--- config.mk ---
export PLATFORM = sky130hd
export DESIGN_NAME = stack_ctrl
export DESIGN_NICKNAME = d
export VERILOG_FILES = /design/src/rtl/stack_ctrl.sv
export SDC_FILE = /design/constraint.sdc
export NUM_CORES = 1
export LEC_CHECK = 0
export BUFFER_PORTS_ARGS = -buffer_cell sky130_fd_sc_hd__buf_2
export CAP_MARGIN = 10
export CORE_AREA = 2 2 59 61
export CTS_CLUSTER_DIAMETER = 120
export DETAILED_ROUTE_END_ITERATION = 16
export DIE_AREA = 0 0 61 63
export PLACE_DENSITY = 0.71
export SLEW_MARGIN = 20
export SYNTH_ARGS = -nofsm -noshare
export SYNTH_HDL_FRONTEND = slang
export SYNTH_SLANG_ARGS = --single-unit
export TNS_END_PERCENT = 10
--- constraint.sdc ---
create_clock -name clk -period 1.94 [get_ports clk]
set_input_delay 0.194 -clock clk [delete_from_list [all_inputs] [get_ports clk]]
set_output_delay 0.194 -clock clk [all_outputs]
set_load 0.01 [all_outputs]
--- src/rtl/stack_ctrl.sv ---
// LIFO stack controller over an external 2**ADDR_BITS x 4 memory; STACK_ERROR_FLAGS_EN adds overflow/underflow.
// Latency: PUSH takes one busy cycle (WR); POP takes two (RD, CAP), and pop_valid pulses two edges after acceptance.
// Backpressure: cmd_ready is high only in IDLE; full/empty make PUSH/POP no-ops rather than stalling.

`ifndef MEMORY_ADDR_BITS
`define MEMORY_ADDR_BITS 4
`endif
`ifndef MEMORY_MODE_READ
`define MEMORY_MODE_READ 2'b00
`endif
`ifndef MEMORY_MODE_WRITE
`define MEMORY_MODE_WRITE 2'b01
`endif
`ifndef MEMORY_MODE_CLEAR
`define MEMORY_MODE_CLEAR 2'b10
`endif

module stack_ctrl #(
  parameter int ADDR_BITS = `MEMORY_ADDR_BITS
) (
  input  logic                 clk,
  input  logic                 rst_n,
  input  logic [1:0]           cmd,
  input  logic                 cmd_valid,
  output logic                 cmd_ready,
  input  logic [3:0]           push_data,
  output logic [3:0]           pop_data,
  output logic                 pop_valid,
  output logic                 full,
  output logic                 empty,
  output logic [ADDR_BITS:0]   depth,
  output logic [1:0]           mem_mode,
  output logic [ADDR_BITS-1:0] mem_address,
  output logic [3:0]           mem_data_in,
  input  logic [3:0]           mem_data_out
`ifdef STACK_ERROR_FLAGS_EN
  ,
  output logic                 overflow,
  output logic                 underflow
`endif
);

  localparam logic [1:0] CMD_PUSH  = 2'b01;
  localparam logic [1:0] CMD_POP   = 2'b10;
  localparam logic [1:0] CMD_CLEAR = 2'b11;

  localparam logic [ADDR_BITS:0]   ONE_S = {{ADDR_BITS{1'b0}}, 1'b1};
  localparam logic [ADDR_BITS-1:0] ONE_A = {{(ADDR_BITS-1){1'b0}}, 1'b1};
  localparam logic [ADDR_BITS:0]   CAP_S = {1'b1, {ADDR_BITS{1'b0}}};

  typedef enum logic [2:0] {
    CLR,
    IDLE,
    WR,
    RD,
    CAP
  } state_t;

  state_t                 state;
  logic [ADDR_BITS:0]     sp;
  logic [ADDR_BITS-1:0]   sp_lo;
  logic [ADDR_BITS-1:0]   sp_m1;
  logic                   accept;

  assign sp_lo  = sp[ADDR_BITS-1:0];
  assign sp_m1  = sp_lo - ONE_A;
  assign depth  = sp;
  assign full   = (sp == CAP_S);
  assign empty  = (sp == '0);
  assign accept = cmd_valid && cmd_ready && (state == IDLE);

  // mem_address is kept registered so that in IDLE it always reads the top entry (sp-1).
  always_ff @(posedge clk or negedge rst_n) begin
    if (!rst_n) begin
      state       <= CLR;
      sp          <= '0;
      pop_data    <= 4'h0;
      pop_valid   <= 1'b0;
      cmd_ready   <= 1'b0;
      mem_mode    <= `MEMORY_MODE_CLEAR;
      mem_address <= '0;
      mem_data_in <= 4'h0;
`ifdef STACK_ERROR_FLAGS_EN
      overflow    <= 1'b0;
      underflow   <= 1'b0;
`endif
    end else begin
      pop_valid <= 1'b0;
      case (state)
        CLR: begin
          sp          <= '0;
          pop_data    <= 4'h0;
          state       <= IDLE;
          cmd_ready   <= 1'b1;
          mem_mode    <= `MEMORY_MODE_READ;
          mem_address <= {ADDR_BITS{1'b1}};
        end
        IDLE: begin
          if (accept) begin
            case (cmd)
              CMD_PUSH: begin
                if (!full) begin
                  state       <= WR;
                  cmd_ready   <= 1'b0;
                  mem_mode    <= `MEMORY_MODE_WRITE;
                  mem_address <= sp_lo;
                  mem_data_in <= push_data;
                end
`ifdef STACK_ERROR_FLAGS_EN
                else begin
                  overflow <= 1'b1;
                end
`endif
              end
              CMD_POP: begin
                if (!empty) begin
                  sp          <= sp - ONE_S;
                  state       <= RD;
                  cmd_ready   <= 1'b0;
                  mem_address <= sp_m1;
                end
`ifdef STACK_ERROR_FLAGS_EN
                else begin
                  underflow <= 1'b1;
                end
`endif
              end
              CMD_CLEAR: begin
                state     <= CLR;
                cmd_ready <= 1'b0;
                mem_mode  <= `MEMORY_MODE_CLEAR;
`ifdef STACK_ERROR_FLAGS_EN
                overflow  <= 1'b0;
                underflow <= 1'b0;
`endif
              end
              default: begin
              end
            endcase
          end
        end
        WR: begin
          sp          <= sp + ONE_S;
          state       <= IDLE;
          cmd_ready   <= 1'b1;
          mem_mode    <= `MEMORY_MODE_READ;
          mem_address <= sp_lo;
        end
        RD: begin
          state <= CAP;
        end
        CAP: begin
          // sp was already decremented at acceptance, so sp_m1 is the new top.
          pop_data    <= mem_data_out;
          pop_valid   <= 1'b1;
          state       <= IDLE;
          cmd_ready   <= 1'b1;
          mem_address <= sp_m1;
        end
        default: begin
          state     <= CLR;
          cmd_ready <= 1'b0;
          mem_mode  <= `MEMORY_MODE_CLEAR;
        end
      endcase
    end
  end

endmodule
Yosys cells after proc, flatten, opt, wreduce, memory -nomap -nowiden
Index checks and enable logic that the tools add are counted.
{ "totals": {"reg_bits": 24, "latchBits": 0, "ram_bits": 0, "romBits": 0, "input_bits": 13, "output_inout_bits": 23, "elab_cells": 71, "memories": 0} }
{ "op_classes": {"n_addsub": 3, "multipliers": 0, "div": 0, "magnitude_cmp": 0, "n_eq_ne": 16, "shift": 0, "n_mux": 25, "bitwise_logic": 3, "reduce_logical": 16} }
{ "ops": {"columns": ["op", "n"], "rows": [
  ["$pmux W3 S3", 2],
  ["$pmux W4 S2", 2],
  ["$pmux W4 S4", 1],
  ["$reduce_and A4 Y1", 4],
  ["$mux W5", 3],
  ["$pmux W5 S3", 1],
  ["$mux W4", 3],
  ["$reduce_and A5 Y1", 2],
  ["$mux W3", 3],
  ["$eq A3 B2 Y1 const B", 2],
  ["$ne A3 B1 Y1 const B", 2],
  ["$ne A3 B3 Y1 const B", 2],
  ["$pmux W1 S3", 2],
  ["$pmux W2 S3", 1],
  ["$add A5 B1 Y5 const B", 1],
  ["$eq A5 B5 Y1 const B", 1],
  ["$logic_not A5 Y1", 1],
  ["$sub A5 B1 Y5 const B", 1],
  ["$eq A2 B2 Y1 const B", 2],
  ["$mux W1", 4],
  ["$mux W2", 2],
  ["$ne A2 B2 Y1 const B", 2],
  ["$ne A4 B1 Y1 const B", 1],
  ["$pmux W2 S2", 1],
  ["13 further kinds", 17]
]} }

Longest topological paths before layout
{ "logic_depth": {"word_depth": 5, "mapped_depth": 9, "ltp_nobuf": 8} }

Worst setup path after synthesis
Ideal clock, no wire load.
{ "synth_path": {"path_kind": "flip-flop to flip-flop", "from": "reg sp[0], in the netlist depth[0]", "to": "reg sp[0], in the netlist depth[0]", "setup_time_ns": 0.125, "arrival_ns": 2.024, "path_slack_ns": -0.209, "stages_incl_launch_ff": 8, "synth_period_minus_slack_ns": 2.149, "cell_sequence": "dfrtp_1 -> inv_1 -> ha_1 -> or3b_2 -> nor2_1 -> o21ai_1 -> nand2b_1 -> mux2_2"} }
{ "synth_between": {"word_cells_on_any_way": 9, "cone_classes": "add/sub: 2; eq/ne: 1; mux: 4; reduce/logical: 2"} }
{ "synth_lines": {"columns": ["item", "line_no", "rtl"], "rows": [
  ["start, declared", "60", "logic [ADDR_BITS:0] sp;"],
  ["start signal, assigned", "117", "sp <= sp - ONE_S;"],
  ["start signal, assigned", "143", "sp <= sp + ONE_S;"],
  ["$logic_not A5 Y1", "69", "assign empty = (sp == '0);"],
  ["via empty", "30", "output logic empty,"],
  ["$ne A2 B2 Y1 (no source line)", null, null],
  ["$reduce_and A4 Y1 (no source line)", null, null]
]} }
The timed path passes the listed nets, and every way through them passes these cells. The select of a mux whose other input is x is not followed.
A chain may end at the register's enable or synchronous reset.

Final worst setup path
{ "layout_path": {"from": "reg state[2]", "to": "reg sp[4], in the netlist depth[4]"} }
{ "layout_between": {"elab_chain_len": 4, "word_cells_on_any_way": 10, "cone_classes": "eq/ne: 5; mux: 1; reduce/logical: 4"} }
{ "layout_lines": {"columns": ["item", "line_no", "rtl"], "rows": [
  ["start, declared", "59", "state_t state;"],
  ["start signal, assigned", "75", "state <= CLR;"],
  ["start signal, assigned", "93", "state <= IDLE;"],
  ["start signal, assigned", "103", "state <= WR;"],
  ["$eq A3 B1 Y1", "70, 89", null],
  ["$logic_and A1 B1 Y1", "70", "assign accept = cmd_valid && cmd_ready && (state == IDLE);"],
  ["$ne A2 B2 Y1 (no source line)", null, null],
  ["$reduce_and A4 Y1 (no source line)", null, null]
]} }
Parallel ways exist; a longest one is shown, timed or not.

==> out/metrics.yaml <==
status:
  status: "complete, no violations"
global_route:
  grt_util_all_layers: 0.2021
  antenna_found_initial: 0
  overflow: 0
  grt_pass1_wl_um: 5782
  grt_max_degree: 25
  grt_pass1_vias: 1270
synthesis:
  synthesis.area_sq_um: 1493
  post-synth-top-count-cell: "dfrtp_1"
  yosys.area.top_type_share: 0.3856
  synth_top_flop_cell: "dfrtp_1"
  synth_edf_count: 0
  synthArstFlopShare: 1.000
  avgSynthCellArea_sq_um: 9.447
  synth_common_cells: "dfrtp_1, nand2_1, nor2_1"
  ys_seq_area_frac: 0.4032
  yosysWarnings: 0
  synthCells: 158
  synth_top_area_cell: "dfrtp_1"
  synth_nets: 180
  ys_types: 42
  yosys-top-cells-area: "dfrtp_1, ha_1, mux2_2, nand2_1, o21ai_0"
  ys_ff_latch: 24
setup_path:
  cp_max_fo: 5
  cp_data_arrival_time_ns: 2.17
  endpoint_kind: "flip-flop"
  cp_cell_sequence: "nor2_2 -> nand2_2 -> fa_2 -> a21o_1 -> a21oi_2 -> xnor2_2 -> o21ai_1 -> a32o_2"
  path_buf_inv: 0
  critPathTopFamily: "compound AO/OA/AOI/OAI gates"
  critPathRequiredTime_ns: 2.18
  crit_path_start_kind: "flip-flop"
  crit_type: "reg2reg"
  max_stage_delay_ns: 0.41
  worst_path_max_delay_cell: "dfrtp_1"
finish:
  fillers: 273
  drive_above_1_share: 0.3865
  antenna_cells: 0
  area_growth_pct: 28.25
  stdcell_area_sq_um: 1914
  layout.nets: 230
sta:
  worst_pin_slew_ns: 0.5625
  skew_ns: 0.004963
  setup_tns_ns: 0
  fin_ws_ns: 0.001599
  rsz0062_at_grt: "yes"
  hold_viol_final: 0
  setup_viol: 0
  post-route-period-util: 0.9992
  max-slew-margin-rel: 0.6250
  slew_violations: 0
  max_freq_mhz: 515.9
  period_needed_ns: 1.938
floorplan:
  die_area_sq_um: 3843
  core_sq_um: 3232
  rows: 21
  io_pins: 36
  start_util: 0.4619
  fp.dieH_um: 63
  die_w_um: 61
placed_design:
  hpwl_um: 2649
  postPlaceCellArea_sq_um: 1799
  place.gp.congestion: 0.8515
  place_ws_ns: -0.02963
  port_buffers: 35
detailed_routing:
  vias_per_cell: 5.403
  post_drt_wl_per_cell_um: 14.09
  drc_errors: 0
  routed_wl_um: 3564
  via_count: 1367
  drtIter0Drc: 37
  drtPass1Iterations: 5
  ant_nets: 0
job:
  drv_cap: 0
hold_path:
  worstHoldPathType: "in2reg"
clock_tree:
  clk_path_buf_depth: 2
  cts_made_buffers: 3
  cts_sinks: 24
  cts_root_buf: "clkbuf_4"
  clk_pin_slew_ns: 0.14
  clock_latency_ns: 0.33
  tritoncts: "done"
  htreeDepth: 1
pwr:
  p_leak_nw: 0.9905
  worst_ir_drop_vdd_uv: 730.2
  power_density_nw_per_um2: 1512
-- state kept, by name, indices dropped and copies added, names as in the netlist --
register,count
depth,5
mem_address,4
mem_data_in,4
pop_data,4
state,3
mem_mode,2
cmd_ready,1
pop_valid,1
-- final timing paths --
| kind | slack (ns) | end | depth (start not counted) | startpoint |
|---|---|---|---|---|
| worst max-delay path | 0.002 | depth[4] | 8 | state[2] |
| worst min-delay path | 0.09 | pop_data[1] | 3 | mem_data_out[1] |
| worst max register to register | 0.002 | depth[4] | 8 | state[2] |
| worst min register to register | 0.49 | mem_mode[0] | 1 | mem_mode[0] |
| max in group asynchronous | 1.18 | depth[0] | 2 | rst_n |
| min in group asynchronous | 0.37 | mem_address[1] | 2 | rst_n |
-- area by class of cell --
| type | count | area, sq um | share of cell area |
|---|---|---|---|
| Clock buffer | 3 | 22.52 | 0.01176 |
| Multi-Input combinational cell | 119 | 868.3 | 0.4536 |
| Timing Repair Buffer | 51 | 297.8 | 0.1556 |
| Inverter | 9 | 33.78 | 0.01765 |
| Tap cell | 46 | 57.56 | 0.03007 |
| Sequential cell | 24 | 604.3 | 0.3157 |
| Clock inverter | 1 | 30.03 | 0.01569 |
-- per-stage QoR --
stage               utilization  hold slack (ns)  total power [mW]  instances
floorplan                     -          -0.1016             1.895        158
global placement         0.5567           0.2084             2.364        245
detailed placement       0.5567           0.2146             2.403        245
CTS                      0.5780          0.07799             2.807        250
global route             0.5923          0.08458             3.133        253
finish                   0.5923          0.08751             2.894        253
-- layer usage --
layer / track usage / share of wire / vias to the layer above
met4: 0.08152 / 0.013 / 0
met2: 0.3253 / 0.50 / 49
met1: 0.2708 / 0.44 / 660
met5: 0 / 0 / -
met3: 0.02277 / 0.046 / 7
li1: - / - / 651
-- cells in the final DEF (no fill, tap or decap), types with 2 or more instances in the layout --
master    count
nand2_1      16
nor3_1        5
mux2i_1       4
buf_4        15
inv_1         7
o21ai_1       5
o21bai_1      2
buf_2        35
ha_1          7
inv_2         2
mux2_2        8
nand3_1       6
nor4_1        2
o22ai_1       2
xnor2_1       3
nand2b_1      6
a211oi_1      2
clkbuf_4      3
a21oi_1       5
dfrtp_2       2
o21ai_0       6
dfrtp_1      21
nor2_1       10
a21o_1        4
-- worst register-to-register path, stage by stage, from the launching register on --
cell and delay, ns:
dfrtp_1 0.41, nor2_2 0.14, nand2_2 0.12, fa_2 0.38, a21o_1 0.18, a21oi_2 0.17
xnor2_2 0.14, o21ai_1 0.07, a32o_2 0.23
-- kinds of logic after synthesis --
group	share of synthesized area
AO/OA/AOI/OAI	0.1618
adder cells (fa/ha/maj)	0.08047
buffers and inverters	0.04526
XOR/XNOR	0.02934
flip-flops	0.4032
AND/OR/NAND/NOR	0.1928
multiplexers	0.08718
-- where the power goes --
part | total [mW] | internal (mW) | switching [mW]
Combinational | 1.64 | 0.814 | 0.828
Sequential | 0.880 | 0.703 | 0.177
Clock | 0.372 | 0.209 | 0.163
Total | 2.89 | 1.73 | 1.17
-- what timing repair did --
item,CTS,global route
pin swaps,1,5
hold buffers,1,0
endpoints found under the setup margin,2,13
endpoints found under the hold margin,23,0
resized for setup,3,9
buffers inserted,0,3
No activity file was read; power rests on OpenSTA's default activity.
